## src/rtl/instr_fetch_pkg.sv

```systemverilog
// Shared width constants and the buffered fetch entry layout for the fetch stage.
package instr_fetch_pkg;

  localparam int unsigned RW     = 16;
  localparam int unsigned I_SIZE = 32;

  typedef struct packed {
    logic [I_SIZE-1:0] instr;
    logic [RW-1:0]     pc;
  } fetch_entry_t;

endpackage

```

## src/rtl/fetch_fifo.sv

```systemverilog
// Synchronous FIFO holding fetched instruction/PC entries; clear wins over push.
module fetch_fifo #(
  parameter int unsigned WIDTH = 48,
  parameter int unsigned DEPTH = 4,
  localparam int unsigned AW   = $clog2(DEPTH),
  localparam int unsigned CW   = AW + 1
) (
  input  logic             i_clk,
  input  logic             i_rst,
  input  logic             clear,
  input  logic             push,
  input  logic             pop,
  input  logic [WIDTH-1:0] din,
  output logic [WIDTH-1:0] dout,
  output logic [CW-1:0]    count,
  output logic             full,
  output logic             empty
);

  logic [WIDTH-1:0] mem [DEPTH];
  logic [AW-1:0]    wr_ptr;
  logic [AW-1:0]    rd_ptr;
  logic             do_push;
  logic             do_pop;

  assign full    = (count == CW'(DEPTH));
  assign empty   = (count == '0);
  assign do_push = push & (~full | pop);
  assign do_pop  = pop & ~empty;
  assign dout    = mem[rd_ptr];

  always_ff @(posedge i_clk) begin
    if (do_push && !clear) begin
      mem[wr_ptr] <= din;
    end
  end

  always_ff @(posedge i_clk) begin
    if (i_rst || clear) begin
      wr_ptr <= '0;
      rd_ptr <= '0;
      count  <= '0;
    end else begin
      if (do_push) begin
        wr_ptr <= wr_ptr + AW'(1);
      end
      if (do_pop) begin
        rd_ptr <= rd_ptr + AW'(1);
      end
      count <= count + CW'(do_push) - CW'(do_pop);
    end
  end

endmodule

```

## src/rtl/instr_fetch.sv

```systemverilog
// Fetch stage: one outstanding cache request, redirect/discard handling, flush forwarding.
// Define FETCH_BYPASS_EN to forward a response straight to decode when the FIFO is empty.
module instr_fetch
  import instr_fetch_pkg::*;
#(
  parameter int unsigned   FIFO_DEPTH = 4,
  parameter logic [RW-1:0] RESET_PC   = 16'h0000
) (
  input  logic              i_clk,
  input  logic              i_rst,
  output logic              c_mem_req,
  output logic              c_mem_ppl_submit,
  output logic [RW-1:0]     c_mem_addr,
  output logic              c_mem_cache_flush,
  input  logic              c_mem_ack,
  input  logic [I_SIZE-1:0] c_mem_data,
  input  logic              i_jmp_en,
  input  logic [RW-1:0]     i_jmp_addr,
  input  logic              i_icache_flush,
  output logic              o_valid,
  input  logic              i_ready,
  output logic [I_SIZE-1:0] o_instr,
  output logic [RW-1:0]     o_pc
);

  localparam int unsigned AW = $clog2(FIFO_DEPTH);
  localparam int unsigned CW = AW + 1;

  logic [RW-1:0] fetch_pc;
  logic [RW-1:0] req_addr;
  logic          outstanding;
  logic          discard;
  logic          flush_q;

  logic          ack_v;
  logic          ack_keep;
  logic          bypass_take;
  logic          submit;
  logic          fifo_push;
  logic          fifo_pop;
  logic          fifo_full;
  logic          fifo_empty;
  logic [CW-1:0] fifo_count;
  logic [CW-1:0] count_next;
  logic [$bits(fetch_entry_t)-1:0] fifo_dout;
  fetch_entry_t  head;
  fetch_entry_t  resp;

  // Acks with nothing outstanding (e.g. arriving after a reset) are stale and ignored.
  assign ack_v    = c_mem_ack & outstanding & ~i_rst;
  assign ack_keep = ack_v & ~discard & ~i_jmp_en;
  assign head     = fetch_entry_t'(fifo_dout);
  assign resp     = '{instr: c_mem_data, pc: req_addr};
  assign fifo_pop = ~fifo_empty & i_ready & ~i_jmp_en;

`ifdef FETCH_BYPASS_EN
  logic bypass;
  always_comb begin
    bypass      = ack_keep & fifo_empty;
    bypass_take = bypass & i_ready;
    o_valid     = ~fifo_empty | bypass;
    o_instr     = fifo_empty ? c_mem_data : head.instr;
    o_pc        = fifo_empty ? req_addr : head.pc;
  end
`else
  always_comb begin
    bypass_take = 1'b0;
    o_valid     = ~fifo_empty;
    o_instr     = head.instr;
    o_pc        = head.pc;
  end
`endif

  assign fifo_push = ack_keep & ~bypass_take & (~fifo_full | fifo_pop);

  // Issue check uses the post-cycle occupancy so buffered + in-flight never exceeds the depth.
  always_comb begin
    count_next = fifo_count + CW'(fifo_push) - CW'(fifo_pop);
    if (i_jmp_en) begin
      count_next = '0;
    end
  end

  assign submit = ~i_rst & ~i_jmp_en & (~outstanding | ack_v) &
                  (count_next < CW'(FIFO_DEPTH));

  assign c_mem_ppl_submit  = submit;
  assign c_mem_req         = (outstanding & ~i_rst) | submit;
  assign c_mem_addr        = submit ? fetch_pc : req_addr;
  assign c_mem_cache_flush = flush_q;

  always_ff @(posedge i_clk) begin
    if (i_rst) begin
      fetch_pc    <= RESET_PC;
      req_addr    <= '0;
      outstanding <= 1'b0;
      discard     <= 1'b0;
      flush_q     <= 1'b0;
    end else begin
      flush_q <= i_icache_flush;
      if (submit) begin
        outstanding <= 1'b1;
        req_addr    <= fetch_pc;
      end else if (ack_v) begin
        outstanding <= 1'b0;
      end
      if (i_jmp_en && outstanding && !c_mem_ack) begin
        discard <= 1'b1;
      end else if (ack_v) begin
        discard <= 1'b0;
      end
      if (i_jmp_en) begin
        fetch_pc <= i_jmp_addr;
      end else if (submit) begin
        fetch_pc <= fetch_pc + RW'(1);
      end
    end
  end

  fetch_fifo #(
    .WIDTH ($bits(fetch_entry_t)),
    .DEPTH (FIFO_DEPTH)
  ) u_fifo (
    .i_clk (i_clk),
    .i_rst (i_rst),
    .clear (i_jmp_en),
    .push  (fifo_push),
    .pop   (fifo_pop),
    .din   (resp),
    .dout  (fifo_dout),
    .count (fifo_count),
    .full  (fifo_full),
    .empty (fifo_empty)
  );

endmodule

```

## config.mk

```make
export PLATFORM = sky130hd
export DESIGN_NAME = instr_fetch
export DESIGN_NICKNAME = d
export VERILOG_FILES = /design/src/rtl/instr_fetch_pkg.sv /design/src/rtl/fetch_fifo.sv /design/src/rtl/instr_fetch.sv
export SDC_FILE = /design/constraint.sdc
export NUM_CORES = 1
export LEC_CHECK = 0
export CAP_MARGIN = 20
export CORE_MARGIN = 2
export CORE_UTILIZATION = 35
export CTS_CLUSTER_SIZE = 8
export DETAILED_ROUTE_END_ITERATION = 8
export GPL_ROUTABILITY_DRIVEN = 0
export GPL_TIMING_DRIVEN = 0
export PLACE_DENSITY = 0.56
export SYNTH_ARGS = -nofsm -noshare
export SYNTH_HDL_FRONTEND = slang
export SYNTH_SLANG_ARGS = --single-unit
```

## constraint.sdc

```tcl
create_clock -name i_clk -period 2.8 [get_ports i_clk]
set_clock_uncertainty 0.15 [all_clocks]
set_input_delay 0.28 -clock i_clk [delete_from_list [all_inputs] [get_ports i_clk]]
set_output_delay 0.28 -clock i_clk [all_outputs]
set_load 0.005 [all_outputs]
```

Word level (Yosys, flattened, before mapping)
Memory sizes are Yosys's and may differ from the RTL's. A register that Yosys moved wholly into a read port is not among the register bits.
Index checks and enable logic that the tools add are counted.
Widths: inputs -> output; s select.
{ "classes": {"n_reduce_logical": 10, "div": 0, "order_cmp": 1, "mux": 11, "n_eq_ne": 1, "bitwise_logic": 22, "multipliers": 0, "addsub": 7, "n_shift": 0} }
{ "ops": {"columns": ["op", "n"], "rows": [
  ["$mux 16", 3],
  ["$add 16x1->16 const B", 1],
  ["$and 1x1->1", 13],
  ["$add 3x1->3", 2],
  ["$not 1->1", 6],
  ["$reduce_bool 2->1", 3],
  ["$sub 3x1->3", 2],
  ["$mux 1", 5],
  ["$add 2x1->2 const B", 2],
  ["$mux 2", 2],
  ["$eq 3x3->1 const B", 1],
  ["$logic_and 1x1->1", 3],
  ["$logic_not 3->1", 1],
  ["$lt 3x3->1 const B", 1],
  ["$mux 3", 1],
  ["$or 1x1->1", 3],
  ["$logic_not 1->1", 2],
  ["$logic_or 1x1->1", 1]
]} }
{ "totals": {"mem_count": 1, "reg_bits": 42, "ramBits": 192, "in_bits": 54, "latchBits": 0, "mem_bits_ro": 0, "elab_cells": 61} }
{ "mem_list": {"columns": ["memory", "words", "word_bits", "rd", "rd_clocked_by_memory_dff", "wr", "line", "source"], "rows": [
  ["u_fifo.mem", 4, 48, 1, 1, 1, "fetch_fifo.sv:20", "logic [WIDTH-1:0] mem [DEPTH];"]
]} }

Depth between registers and ports, before layout
Gate-level depths: netlist of run 1.
{ "depth": {"depth_word": 13, "ltp_mapped": 10, "depth_no_buf": 9} }

By module
A second synthesis of run 1 with hierarchy kept.
{ "unflattened": {"cells_unflattened": 535, "hier_area_um2": 9326.4} }
{ "modules_own_cells": {"columns": ["module", "seq_area_each_um2", "cells_per_inst", "instances", "area_per_inst_um2"], "rows": [
  ["fetch_fifo", 5945.7, 301, 1, 7408.4],
  ["instr_fetch", 700.7, 234, 1, 1918.1]
]} }

Least setup slack after synthesis of run 1
No wires, ideal clock.
{ "synth_timing": {"path_type": "register to register", "start": "register outstanding", "end": "memory u_fifo.mem[1][0] (enable)", "period_less_slack_ps": 2793, "path_buffers": 0, "arrival_time_ps": 2233, "setup_slack_ps": 7, "path_stages_with_launch": 5, "setup_ps": 410, "cell_sequence": "dfxtp_1 and3b_1 nand2_1 a41oi_1 and2_1"} }
{ "synth_via": {"elab_chain_cells": 9} }
{ "synth_rtl": {"columns": ["element", "line", "source"], "rows": [
  ["start, declared", "instr_fetch.sv:31", "logic outstanding;"],
  ["start signal, assigned", "instr_fetch.sv:96", "outstanding <= 1'b0;"],
  ["start signal, assigned", "instr_fetch.sv:102", "outstanding <= 1'b1;"],
  ["start signal, assigned", "instr_fetch.sv:105", "outstanding <= 1'b0;"],
  ["$and 1x1->1 (2 in series)", "instr_fetch.sv:50", "assign ack_v = c_mem_ack & outstanding & ~i_rst;"],
  ["$and 1x1->1 (2 in series)", "instr_fetch.sv:51", "assign ack_keep = ack_v & ~discard & ~i_jmp_en;"],
  ["$and 1x1->1", "instr_fetch.sv:74", "assign fifo_push = ack_keep & ~bypass_take & (~fifo_full | fifo_pop);"],
  ["$and 1x1->1", "fetch_fifo.sv:28", "assign do_push = push & (~full | pop);"],
  ["$logic_and 1x1->1", "fetch_fifo.sv:33", "if (do_push && !clear) begin"],
  ["$mux 1", "fetch_fifo.sv:33", null],
  ["$mux 1 (not written as such)", "fetch_fifo.sv:34", "mem[wr_ptr] <= din;"],
  ["end, declared", "fetch_fifo.sv:20", null]
]} }
Every way passes these cells.

Worst setup path after layout of run 1
{ "layout_timing": {"start": "register u_fifo.count[0]", "end": "output c_mem_addr[11]"} }
{ "layout_via": {"elab_chain_cells": 12, "elab_cells_between_ends": 14, "cone_classes": "add/sub: 2; order compare: 1; eq/ne: 1; mux: 2; bitwise: 7; reduce/logical: 1"} }
{ "layout_rtl": {"columns": ["element", "line", "source"], "rows": [
  ["start, declared", "fetch_fifo.sv:15", "output logic [CW-1:0] count,"],
  ["start signal, assigned", "fetch_fifo.sv:50", "count <= count + CW'(do_push) - CW'(do_pop);"],
  ["$logic_not 3->1", "fetch_fifo.sv:27", "assign empty = (count == '0);"],
  ["$not 1->1", "instr_fetch.sv:54", "assign fifo_pop = ~fifo_empty & i_ready & ~i_jmp_en;"],
  ["$and 1x1->1 (2 in series)", "instr_fetch.sv:54", null],
  ["$or 1x1->1", "instr_fetch.sv:74", null],
  ["$and 1x1->1", "instr_fetch.sv:74", null],
  ["$add 3x1->3", "instr_fetch.sv:78", "count_next = fifo_count + CW'(fifo_push) - CW'(fifo_pop);"],
  ["$sub 3x1->3 *", "instr_fetch.sv:78", null],
  ["$mux 3 *", "instr_fetch.sv:79", "if (i_jmp_en) begin"],
  ["$lt 3x3->1 *", "instr_fetch.sv:85", "(count_next < CW'(FIFO_DEPTH));"],
  ["$and 1x1->1 *", "instr_fetch.sv:84", "assign submit = ~i_rst & ~i_jmp_en & (~outstanding | ack_v) &"],
  ["$mux 16 *", null, null],
  ["end, declared", "instr_fetch.sv:13", "output logic [RW-1:0] c_mem_addr,"]
]} }
Mark *: on every way between the ends. The rest lies on a longest branch, timed or not.

==> impl_metrics.json, run 1 <==
{
  "busiest_layer": "met2",
  "dominantRegCellSynth": "edfxtp_1",
  "place_inst": 938,
  "yosysUniqueCellTypes": 51,
  "cp.arrival_ps": 2730,
  "num_antenna_cells": 0,
  "cap_viol_max_count": 0,
  "cts_max_level": 2,
  "grt_pass1_wl_um": 30090,
  "drive_above_1_share_pct": 25.94,
  "wl_um": 20230,
  "power_per_cell_area_mw_per_mm2": 657.5,
  "drt-initial-drc-count": 341,
  "clockBufferDepth": 3,
  "synth-seq-cells": 236,
  "root_buffer": "clkbuf_16",
  "vias": 5177,
  "fmax_mhz": 316.2,
  "path_class": "reg -> out",
  "leakagePower_nw": 4.079,
  "rows": 58,
  "layout_common_cells": "edfxtp_1 (192), clkdlybuf4s50_1 (101), mux4_2 (48), dfxtp_1 (40), clkbuf_16 (38)",
  "postPlaceCellArea_sq_mm": 0.01071,
  "cts_tree": "done",
  "io_pins": 122,
  "clkSinkCount": 236,
  "finalSetupViolCount": 18,
  "synth_edf_count": 192,
  "slew_headroom_pct": 32.49,
  "total_power_w": 0.008016,
  "place_ws_ps": -1002,
  "worst_ir_drop_vdd_mv": 0.3539,
  "synth_sequential_area_ratio_pct": 73.25,
  "grt_max_degree": 49,
  "instances_no_fill": 1024,
  "drc": 0,
  "use_met3_pct": 3.993,
  "clk_latency_ps": 490,
  "syn_to_final_growth_pct": 34.36,
  "hp-class": "in -> reg",
  "core_sq_mm": 0.02533,
  "rsz0062_at_grt": "yes",
  "hold_violations": 0,
  "die_h_um": 165.0,
  "grt.total_usage_pct": 14.72,
  "yosysWarnings": 0,
  "cp_max_fo": 7,
  "run_status": "finished, violations left",
  "critical_path_required_ps": 2370,
  "synthArstFlopShare_pct": 0,
  "cts_hold_buffers": 0,
  "final_max_slew_viol_count": 0,
  "n_fill_cell": 2130,
  "drt-vias-per-instance": 5.056,
  "synth_area_sq_mm": 0.009074,
  "start_util_pct": 35.83,
  "syn_nets": 550,
  "netlist_instances": 487,
  "crit_path_end_kind": "output port",
  "dp.final_hpwl_um": 11750,
  "drtAntennaViolNets": 0,
  "worstMarginPinSlew_ps": 999.5,
  "min_period_over_period_pct": 112.9,
  "nets": 737,
  "start_kind": "flip-flop",
  "die_w_um": 165.0,
  "routed_wire_length_per_instance_um": 19.75,
  "grt_pass1_vias": 5457,
  "clk_pin_slew_worst_paths_ps": 50,
  "cts_buffers": 35,
  "setup_slack_ps": -362.1,
  "use_met2_pct": 24.72,
  "violations": "negative setup slack",
  "grt_overflow": 0,
  "portBuffers": 121,
  "final_common_cell": "edfxtp_1",
  "dieArea_sq_mm": 0.02723,
  "grt_antenna_before_repair": 0,
  "met1_usage_pct": 18.51,
  "period_needed_ps": 3162,
  "dr.pass1.iters": 4,
  "stdcell_area_sq_mm": 0.01219,
  "syn_avg_cell_area_sq_um": 18.63
}
-- logic make-up (layout without fill, tap and decap cells) --
| logic type | after synthesis | in the layout | synth area share (%) |
|---|---|---|---|
| buf+inv | 33 | 236 | 1.434 |
| mux | 68 | 68 | 14.35 |
| xor+xnor | 6 | 6 | 0.5791 |
| simple gates | 97 | 101 | 5.640 |
| fa+ha+maj | 9 | 9 | 1.324 |
| flops | 236 | 236 | 73.25 |
| compound gates | 38 | 38 | 3.420 |
-- report_power, final --
group	leakage [nW]	switching, W	internal [W]
logic	1.50	0.000129	0.000182
registers	2.08	0.0000352	0.00382
clock network	0.491	0.00139	0.00246
-- layer usage --
layer | part of all wire (%) | vias up
met5 | 0 | -
met4 | 1.8 | 0
met3 | 6.2 | 28
met2 | 49 | 182
met1 | 43 | 2627
li1 | - | 2340
-- final timing paths --
path                    from                 to  slack, ps  cells after the start
max          u_fifo.count[0]     c_mem_addr[11]       -360                     10
min           i_icache_flush  c_mem_cache_flush        210                      2
max reg2reg  u_fifo.count[0]        fetch_pc[7]        140                     11
min reg2reg      req_addr[4]   u_fifo.mem[1][4]        360                      0
-- cell type report --
cell class,instances,area (sq um),area share (%)
buffer,19,150.1,1.232
clock buffer,57,1022,8.385
inverter,14,57.56,0.4721
sequential,236,6656,54.60
tap,330,412.9,3.387
timing repair buffer,146,1448,11.87
multi-input combinational,222,2445,20.05
-- critical path, cell delays in order, from the launching register on --
cell and delay (ps):
dfxtp_2 330, inv_2 80, o2111ai_4 100, ha_1 320, nand3_2 90, a22oi_4 230, mux2i_4 370, buf_6 200
buf_6 110, mux2_4 310, buf_6 120
-- repair_timing --
item                       4_1_cts  5_1_grt
setup endpoints to repair       81      228
buffers inserted                21        3
pin swaps                        3        4
gates resized for setup        160       12
hold endpoints to repair         0        0
gates cloned                     1        4
-- state kept, by name, summed over array words and instances, names as in the netlist, named ones only --
register	count
c_mem_cache_flush	1
discard	1
fetch_pc	16
outstanding	1
req_addr	16
u_fifo.count	3
u_fifo.mem	192
u_fifo.rd_ptr	2
u_fifo.wr_ptr	2
-- stage by stage --
stage          hold slack (ps)  utilization, %  TNS (ps)
2_1_floorplan            213.1               -         0
6_report                 208.7           48.14     -5578
4_1_cts                  195.1           47.80     -4677
5_1_grt                  198.4           48.14     -7258
3_5_place_dp             342.5           42.28   -115890
3_3_place_gp             325.2           42.24   -360130
-- cells in the mapped netlist, types with 4 or more instances --
cell type,count,area [sq um]
mux4_2,48,1081
or3_1,5,31.28
inv_1,12,45.04
mux2_2,17,191.4
nand2_1,18,67.56
edfxtp_1,192,5766
buf_2,5,25.02
clkbuf_1,11,41.29
o311ai_0,6,52.55
a21oi_1,4,20.02
dfxtp_1,44,880.8
nand3_1,10,50.05
xnor2_1,4,35.03
a311oi_1,4,35.03
ha_1,8,100.1
nor2_1,20,75.07
and2_1,24,150.1
No activity file was read; power rests on OpenSTA's default activity.
==> run 2: changes to the inputs <==
--- a/config.mk
+++ b/config.mk
@@ -11,7 +11,6 @@
 export CTS_CLUSTER_SIZE = 8
 export DETAILED_ROUTE_END_ITERATION = 8
 export GPL_ROUTABILITY_DRIVEN = 0
-export GPL_TIMING_DRIVEN = 0
 export PLACE_DENSITY = 0.56
 export SYNTH_ARGS = -nofsm -noshare
 export SYNTH_HDL_FRONTEND = slang
==> impl_metrics.json, run 2 (same netlist as run 1, synthesis figures left out) <==
{
  "crit_path_end_kind": "output port",
  "routed_wire_length_per_instance_um": 19.40,
  "rsz0062_at_grt": "yes",
  "syn_to_final_growth_pct": 37.47,
  "met1_usage_pct": 19.36,
  "clockBufferDepth": 3,
  "total_power_w": 0.007937,
  "violations": "negative setup slack",
  "grt.total_usage_pct": 15.48,
  "place_inst": 965,
  "hp-class": "in -> reg",
  "reg2regPathDepth": 12,
  "cpPeakStageDelay_ps": 340,
  "slew_headroom_pct": 65.41,
  "use_met3_pct": 3.993,
  "fmax_mhz": 319.5,
  "worstMarginPinSlew_ps": 517.0,
  "hold_slack_ps": 195.7,
  "power_per_cell_area_mw_per_mm2": 636.4,
  "min_period_over_period_pct": 111.8,
  "clkSinkCount": 236,
  "rrSetupSlack_ps": 70,
  "register_area_sq_mm": 0.006655,
  "hold_violations": 0,
  "grt_antenna_before_repair": 0,
  "final_common_cell": "edfxtp_1",
  "start_util_pct": 35.83,
  "clk_pin_slew_worst_paths_ps": 50,
  "largest_reg_flops": 192,
  "drtAntennaViolNets": 0,
  "dr.pass1.iters": 4,
  "max_flop_register": "u_fifo.mem",
  "cp.arrival_ps": 2700,
  "crit_path_end": "c_mem_addr[11]",
  "die_h_um": 165.0,
  "use_met2_pct": 26.48,
  "cp.depth": 10,
  "worst_ir_drop_vdd_mv": 0.3559,
  "critical_path_required_ps": 2370,
  "die_w_um": 165.0,
  "grt_max_degree": 36,
  "critPathSlowestCell": "mux2i_4",
  "run_status": "finished, violations left",
  "n_fill_cell": 2085,
  "crit_path_cell_trace": "inv_2, o2111ai_2, ha_1, nand3_2, a22oi_4, mux2i_4, buf_6, buf_6, mux2_4, buf_6",
  "period_needed_ps": 3130,
  "dp.final_hpwl_um": 13030,
  "final_max_slew_viol_count": 0,
  "busiest_layer": "met2",
  "portBuffers": 121,
  "layout_common_cells": "edfxtp_1 (192), clkdlybuf4s50_1 (103), mux4_2 (48), buf_4 (47), dfxtp_1 (39)",
  "drive_above_1_share_pct": 29.57,
  "top_regs": "u_fifo.mem: 192 flops, fetch_pc: 16 flops, req_addr: 16 flops",
  "grt_pass1_wl_um": 31710,
  "grt_overflow": 0,
  "setup_slack_ps": -330.1,
  "critPathTopFamily": "multiplexers",
  "cts_tree": "done",
  "vias": 5226,
  "cp_max_fo": 6,
  "io_pins": 122,
  "reg2reg_to": "fetch_pc[13]",
  "start_kind": "flip-flop",
  "num_antenna_cells": 0,
  "multi_input_area_sq_mm": 0.002386,
  "rows": 58,
  "worst_path_most_repeated_cell": "buf_6",
  "finalSetupViolCount": 18,
  "grt_pass1_vias": 5695,
  "cts_max_level": 2,
  "path_class": "reg -> out",
  "clk_latency_ps": 480,
  "instances_no_fill": 1047,
  "cts_buffers": 35,
  "root_buffer": "clkbuf_16",
  "cap_viol_max_count": 0,
  "crit_buf_inv": 4,
  "dieArea_sq_mm": 0.02723,
  "leakagePower_nw": 4.255,
  "place_ws_ps": -559.1,
  "wl_um": 20320,
  "post-route-util_pct": 49.25,
  "core_sq_mm": 0.02533,
  "r2r_start": "u_fifo.count[0]",
  "drt-vias-per-instance": 4.991,
  "drc": 0,
  "startpoint": "u_fifo.count[0]",
  "drt-initial-drc-count": 279,
  "nets": 762
}
-- run 2: changes by cell type in the layout (fill, tap and decap cells not counted), moves of 4 or more --
cell,before,now
clkbuf_4,4,0
buf_12,1,11
buf_4,17,47
and2_4,8,0
and2_2,0,4
clkbuf_1,25,17
buf_6,28,32
-- run 2: worst min-delay path by stage --
stage | end | cells past startpoint | slack (ps) | start
detailed placement | u_fifo.mem[3][8] | 0 | 340 | req_addr[8]
global route | c_mem_cache_flush | 2 | 190 | i_icache_flush
global placement | u_fifo.mem[0][8] | 0 | 330 | req_addr[8]
CTS | c_mem_cache_flush | 2 | 170 | i_icache_flush
floorplan | fetch_pc[2] | 1 | 210 | i_rst
finish | c_mem_cache_flush | 2 | 200 | i_icache_flush
-- run 2: what timing repair did --
| action | in CTS | in global routing |
|---|---|---|
| hold buffers | 0 | 0 |
| resized for setup | 125 | 8 |
| cloned | 1 | 0 |
| pin swaps | 3 | 5 |
| endpoints found under the setup margin | 18 | 27 |
| setup buffers | 15 | 13 |
-- run 2: per-stage QoR --
step           cell area, sq um  TNS (ps)
3_5_place_dp              11120    -12090
3_3_place_gp              11120     -9218
6_report                  12470     -5069
5_1_grt                   12470     -6921
4_1_cts                   12380     -4748
2_1_floorplan              9074         0
-- run 2: final cells by class --
cell class / instances / share of cell area [%]
Timing Repair Buffer: 194 / 15.79
Inverter: 14 / 0.4414
Tap cell: 330 / 3.310
Sequential cell: 236 / 53.36
Clock buffer: 54 / 7.935
Clock inverter: 1 / 0.04012
Multi-Input combinational cell: 218 / 19.13
-- run 2: report_power, final --
group / total [W] / switching (W) / internal [W]
registers: 0.00386 / 0.0000384 / 0.00382
clock network: 0.00375 / 0.00136 / 0.00239
logic: 0.000326 / 0.000130 / 0.000196
total: 0.00794 / 0.00153 / 0.00641
-- run 2: per-layer routing --
metal | share of wire, % | vias up | routed length [um]
met1 | 41 | 2625 | 8410
met3 | 6.4 | 41 | 1295
met4 | 2.2 | 0 | 444
met5 | 0 | - | 0
li1 | - | 2381 | -
met2 | 50 | 179 | 10170
==> run 3: changes to the inputs <==
--- a/config.mk
+++ b/config.mk
@@ -11,6 +11,7 @@
 export CTS_CLUSTER_SIZE = 8
 export DETAILED_ROUTE_END_ITERATION = 8
 export GPL_ROUTABILITY_DRIVEN = 0
+export HOLD_SLACK_MARGIN = 0.06
 export PLACE_DENSITY = 0.56
 export SYNTH_ARGS = -nofsm -noshare
 export SYNTH_HDL_FRONTEND = slang
==> results of run 3 <==
Same layout as run 2: the final DEF is identical, and so are final timing and power.
==> variant 1, RTL diff (flow settings as in run 3) <==
Add a define of `FETCH_BYPASS_EN`.
--- a/src/rtl/instr_fetch.sv
+++ b/src/rtl/instr_fetch.sv
@@ -2,2 +2,4 @@
 // Define FETCH_BYPASS_EN to forward a response straight to decode when the FIFO is empty.
+`define FETCH_BYPASS_EN
+
 module instr_fetch
Formal check against the unedited RTL: not equivalent (a bounded check fails within 4 cycles, from zero or initial values and one cycle with i_rst high).
==> variant 1 against run 3 <==
The run still ends with setup timing left; register-to-register slack lost 0.09 ns; setup slack improved by 0.022 ns; power increased by 2.4%; highest routed layer unchanged; routed wire length is 9.3% higher; die area rose by 8.6%; critical path depth is the same; design area rose by 4.1%; area after synthesis is 8.8% higher; sequential cell count unchanged.
==> variant 1: results (changes against run 3) <==
status: "finished, violations left"
violations: "setup timing"
fillers: 2425  # +16%
grt_pass1_wl_mm: 34.1  # +7.5%
leakage_nw: 4.46  # +4.9%
grt_max_degree: 51  # +42%
first_iter_violations: 293  # +5.0%
worstPathMaxFanout: 8  # +2
drt_wl_total_mm: 22.2  # +9.3%
postRouteAntennaNets: 0  # unchanged
nNetsFinal: 803  # +5.4%
vias: 5657  # +8.2%
cts_made_buffers: 35  # unchanged
internal_power_mw: 6.56  # +2.3%
ys_seq_area_frac: 0.673  # -0.0593
hold_viol: 0  # unchanged
root_buffer: "clkbuf_16"
port_buffers: 121  # unchanged
worstPathArrival_ns: 2.68  # -0.02 ns
grt_antenna_before_repair: 0  # unchanged
reg_top3: "u_fifo.mem (192), fetch_pc (16), req_addr (16)"
grt_use_total: 0.152  # -0.00239
first_pass_iters: 4  # unchanged
slew-limit-headroom: 0.472  # -0.182
synth-edff-count: 192  # unchanged
setup_viol: 69  # +51
synth_xor_xnor_area_share: 0.0133  # +0.00751
yosys_warnings: 0  # unchanged
clockBufferDepth: 3  # unchanged
worst_ir_drop_vdd_mv: 0.349  # -2.0%
diodes: 0  # unchanged
synthTopCellsByArea: "edfxtp_1 58%, mux4_2 11%, dfxtp_1 8.9%"
drc: 0  # unchanged
synthTopCellsByCount: "192 x edfxtp_1, 51 x mux2_2, 48 x mux4_2, 44 x dfxtp_1, 25 x and2_1"
clk_latency_ns: 0.49
finalSetupTns_ns: -15.87  # -10.80 ns
synth_fa_ha_area_frac: 0.0134  # +0.000195
hold_path.class: "input pin to flip-flop"
layout-drive-gt1-share: 0.305  # +0.00907
synth-compound-area-share: 0.0270  # -0.00720
syn_nets: 630  # +15%
worst_slack_ns: -0.308  # +0.0222 ns
h-tree-depth: 2  # unchanged
place.detailed.hpwl_mm: 13.9  # +6.5%
postSynth.asyncResetShare: 0  # unchanged
grt_pass1_vias: 6210  # +9.0%
clk_pin_slew_worst_paths_ns: 0.05  # about the same
ys_types: 46  # -9.8%
synthMuxAreaShare: 0.197  # +0.0534
-- variant 1: metal layers --
metal / global-route usage / wire length [microns] / vias to the layer above
li1: - / - / 2580
met1: 0.191 / 9530 / 2861
met2: 0.266 / 11000 / 181
met3: 0.0348 / 1330 / 35
met4: 0.0413 / 342 / 0
met5: 0 / 0 / -
-- variant 1: final timing paths --
check / from / endpoint / slack, ns / depth (start not counted)
max: u_fifo.count[2] / c_mem_addr[15] / -0.31 / 10
min: i_icache_flush / c_mem_cache_flush / 0.20 / 2
max reg2reg: u_fifo.count[2] / u_fifo.count[2] / -0.02 / 9
min reg2reg: discard / discard / 0.36 / 2
-- variant 1: power by group through the flow --
stage	clock network (mW)	registers [mW]	logic, mW
2_1_floorplan	0	3.91	0.149
3_3_place_gp	0	3.93	0.384
3_5_place_dp	0	3.93	0.395
4_1_cts	4.00	3.86	0.418
5_1_grt	4.13	3.86	0.438
6_report	3.86	3.86	0.405
-- variant 1: final cells by class --
type                            instances  area (sq um)  share of cell area
Clock buffer                           55           993              0.0765
Timing Repair Buffer                  164          1670               0.129
Tap cell                              378           473              0.0364
Sequential cell                       236          6660               0.513
Inverter                               14          52.6             0.00405
Multi-Input combinational cell        288          3110               0.240
Clock inverter                          1          30.0             0.00231
-- variant 1: repair_timing --
action,in CTS,in global routing
buffers inserted,5,1
setup endpoints to repair,69,71
hold buffers,0,0
pin swaps,6,4
resized for setup,103,3
gates cloned,1,0
-- variant 1: logic make-up (layout without fill, tap and decap cells) --
family | count (synthesis) | count (layout)
AO/OA/AOI/OAI | 39 | 39
buffers and inverters | 42 | 234
XOR/XNOR | 15 | 15
AND/OR/NAND/NOR | 103 | 103
flip-flops | 236 | 236
adder cells (fa/ha/maj) | 10 | 10
multiplexers | 121 | 121
-- variant 1: per-stage QoR --
stage	instance area [sq um]	setup WS [ns]	hold slack, ns	std cells
finish	13000	-0.308	0.197	1136
CTS	13000	-0.367	0.172	1138
detailed placement	11900	-0.625	0.355	1077
global placement	11900	-0.599	0.348	1077
floorplan	9930	0.00565	0.229	566
global route	13000	-0.414	0.199	1136
-- variant 1: critical path, cell delays in order (launching register included) --
cell	delay [ns]
dfxtp_4	0.36
nor3_4	0.05
nor3b_2	0.18
ha_2	0.21
inv_2	0.05
ha_4	0.25
a31o_4	0.16
mux2i_4	0.29
buf_8	0.19
mux2_4	0.33
buf_6	0.12
==> variant 2, RTL diff (settings of run 3) <==
Without the edit above. Reset style: asynchronous (`i_rst`), changed in one clocked block.
--- a/src/rtl/instr_fetch.sv
+++ b/src/rtl/instr_fetch.sv
@@ -91,3 +91,3 @@
 
-  always_ff @(posedge i_clk) begin
+  always_ff @(posedge i_clk or posedge i_rst) begin
     if (i_rst) begin
Function: differs if i_rst is asserted again (counterexample within 4 cycles, from zero or initial values and one cycle with i_rst high); with i_rst held inactive, the same outputs for 4 cycles.
==> variant 2 against run 3 <==
The flow still finishes with violations (setup timing); fmax is 3.5% lower; non-clock buffer count is 17 lower; area after synthesis is 1.4% higher; routed wire length is 1.7% lower; setup slack worse by 0.11 ns; sequential cell count stayed put; design area is 0.32% lower; power is 8.5% higher.
==> variant 2: results (changes against run 3) <==
use_met2: 0.243  # -0.0216
worst_slack_ns: -0.443  # -0.113 ns
drt_wl_total_mm: 20.0  # -1.7%
violations: "setup timing"
cp_slowest_cell: "dfxtp_2"
hold_ws_ns: 0.213  # +0.0177 ns
grt_use_total: 0.147  # -0.00800
use_met1: 0.193  # about the same
layout-drive-gt1-share: 0.288  # -0.00744
worstPathArrival_ns: 2.81  # +0.11 ns
crit_start: "u_fifo.count[2]"
vias: 5047  # -3.4%
nNetsFinal: 729  # -4.3%
met3_usage: 0.0362  # -0.00370
first_iter_violations: 247  # -11%
syn_nets: 534  # -2.9%
status: "finished, violations left"
postSynth.asyncResetShare: 0.148  # +0.148
grt_pass1_wl_mm: 31.4  # -0.94%
r2r-end: "fetch_pc[15]"
hold_depth: 3  # +1
place_ws_ns: -0.872  # -0.313 ns
ys_seq_area_frac: 0.742  # +0.00918
finalSetupTns_ns: -7.30  # -2.23 ns
setup_viol: 18  # unchanged
grt_max_degree: 38  # +5.6%
synthTopCellsByCount: "192 x edfxtp_1, 48 x mux4_2, 35 x dfrtp_1, 28 x nand2_1, 17 x nor2_1"
tightestPinTransition_ns: 0.509  # -0.00764 ns
min_from: "i_jmp_addr[0]"
whs_endpoint: "fetch_pc[0]"
cts_hold_buf: 1  # +1
ys_types: 46  # -9.8%
-- variant 2: changes by cell type after synthesis, sizes merged, moves of 4 or more --
cell    before  now
and3         1    6
o211ai       2    6
dfxtp       44    9
clkbuf      11    7
buf          8   12
dfrtp        0   35
o21ai        2   10
and2        24    4
nand2       18   28
a311oi       4    0
-- variant 2: per-stage QoR --
| stage | std cells | area [sq um] | power (mW) |
|---|---|---|---|
| floorplan | 471 | 9200 | 4.39 |
| global placement | 948 | 11200 | 4.77 |
| detailed placement | 948 | 11200 | 4.79 |
| CTS | 1017 | 12400 | 8.75 |
| global route | 1015 | 12400 | 8.96 |
| finish | 1015 | 12400 | 8.61 |
-- variant 2: per-layer routing --
metal	wire length [microns]	up-vias
met1	8450	2578
met3	1310	31
met2	9820	158
li1	-	2280
met4	382	0
met5	0	-
-- variant 2: cell families after synthesis --
| logic type | Yosys count | synth area share |
|---|---|---|
| compound gates | 40 | 0.0329 |
| xor+xnor | 8 | 0.00762 |
| fa+ha+maj | 9 | 0.0131 |
| buf+inv | 32 | 0.0163 |
| flops | 236 | 0.742 |
| mux | 66 | 0.146 |
| simple gates | 80 | 0.0426 |
-- variant 2: power breakdown --
part | total, mW | leakage [nW] | switching [mW] | internal (mW)
Sequential | 4.15 | 2.22 | 0.158 | 3.99
Combinational | 0.633 | 1.62 | 0.243 | 0.391
Clock | 3.83 | 0.485 | 1.37 | 2.46
-- variant 2: area by class of cell --
class                           count  area (sq um)  area share
Multi-Input combinational cell    203          2290       0.184
Tap cell                          335           419      0.0337
Timing Repair Buffer              177          1840       0.148
Clock buffer                       50           975      0.0784
Clock inverter                      1          30.0     0.00242
Inverter                           13          48.8     0.00392
Sequential cell                   236          6830       0.549
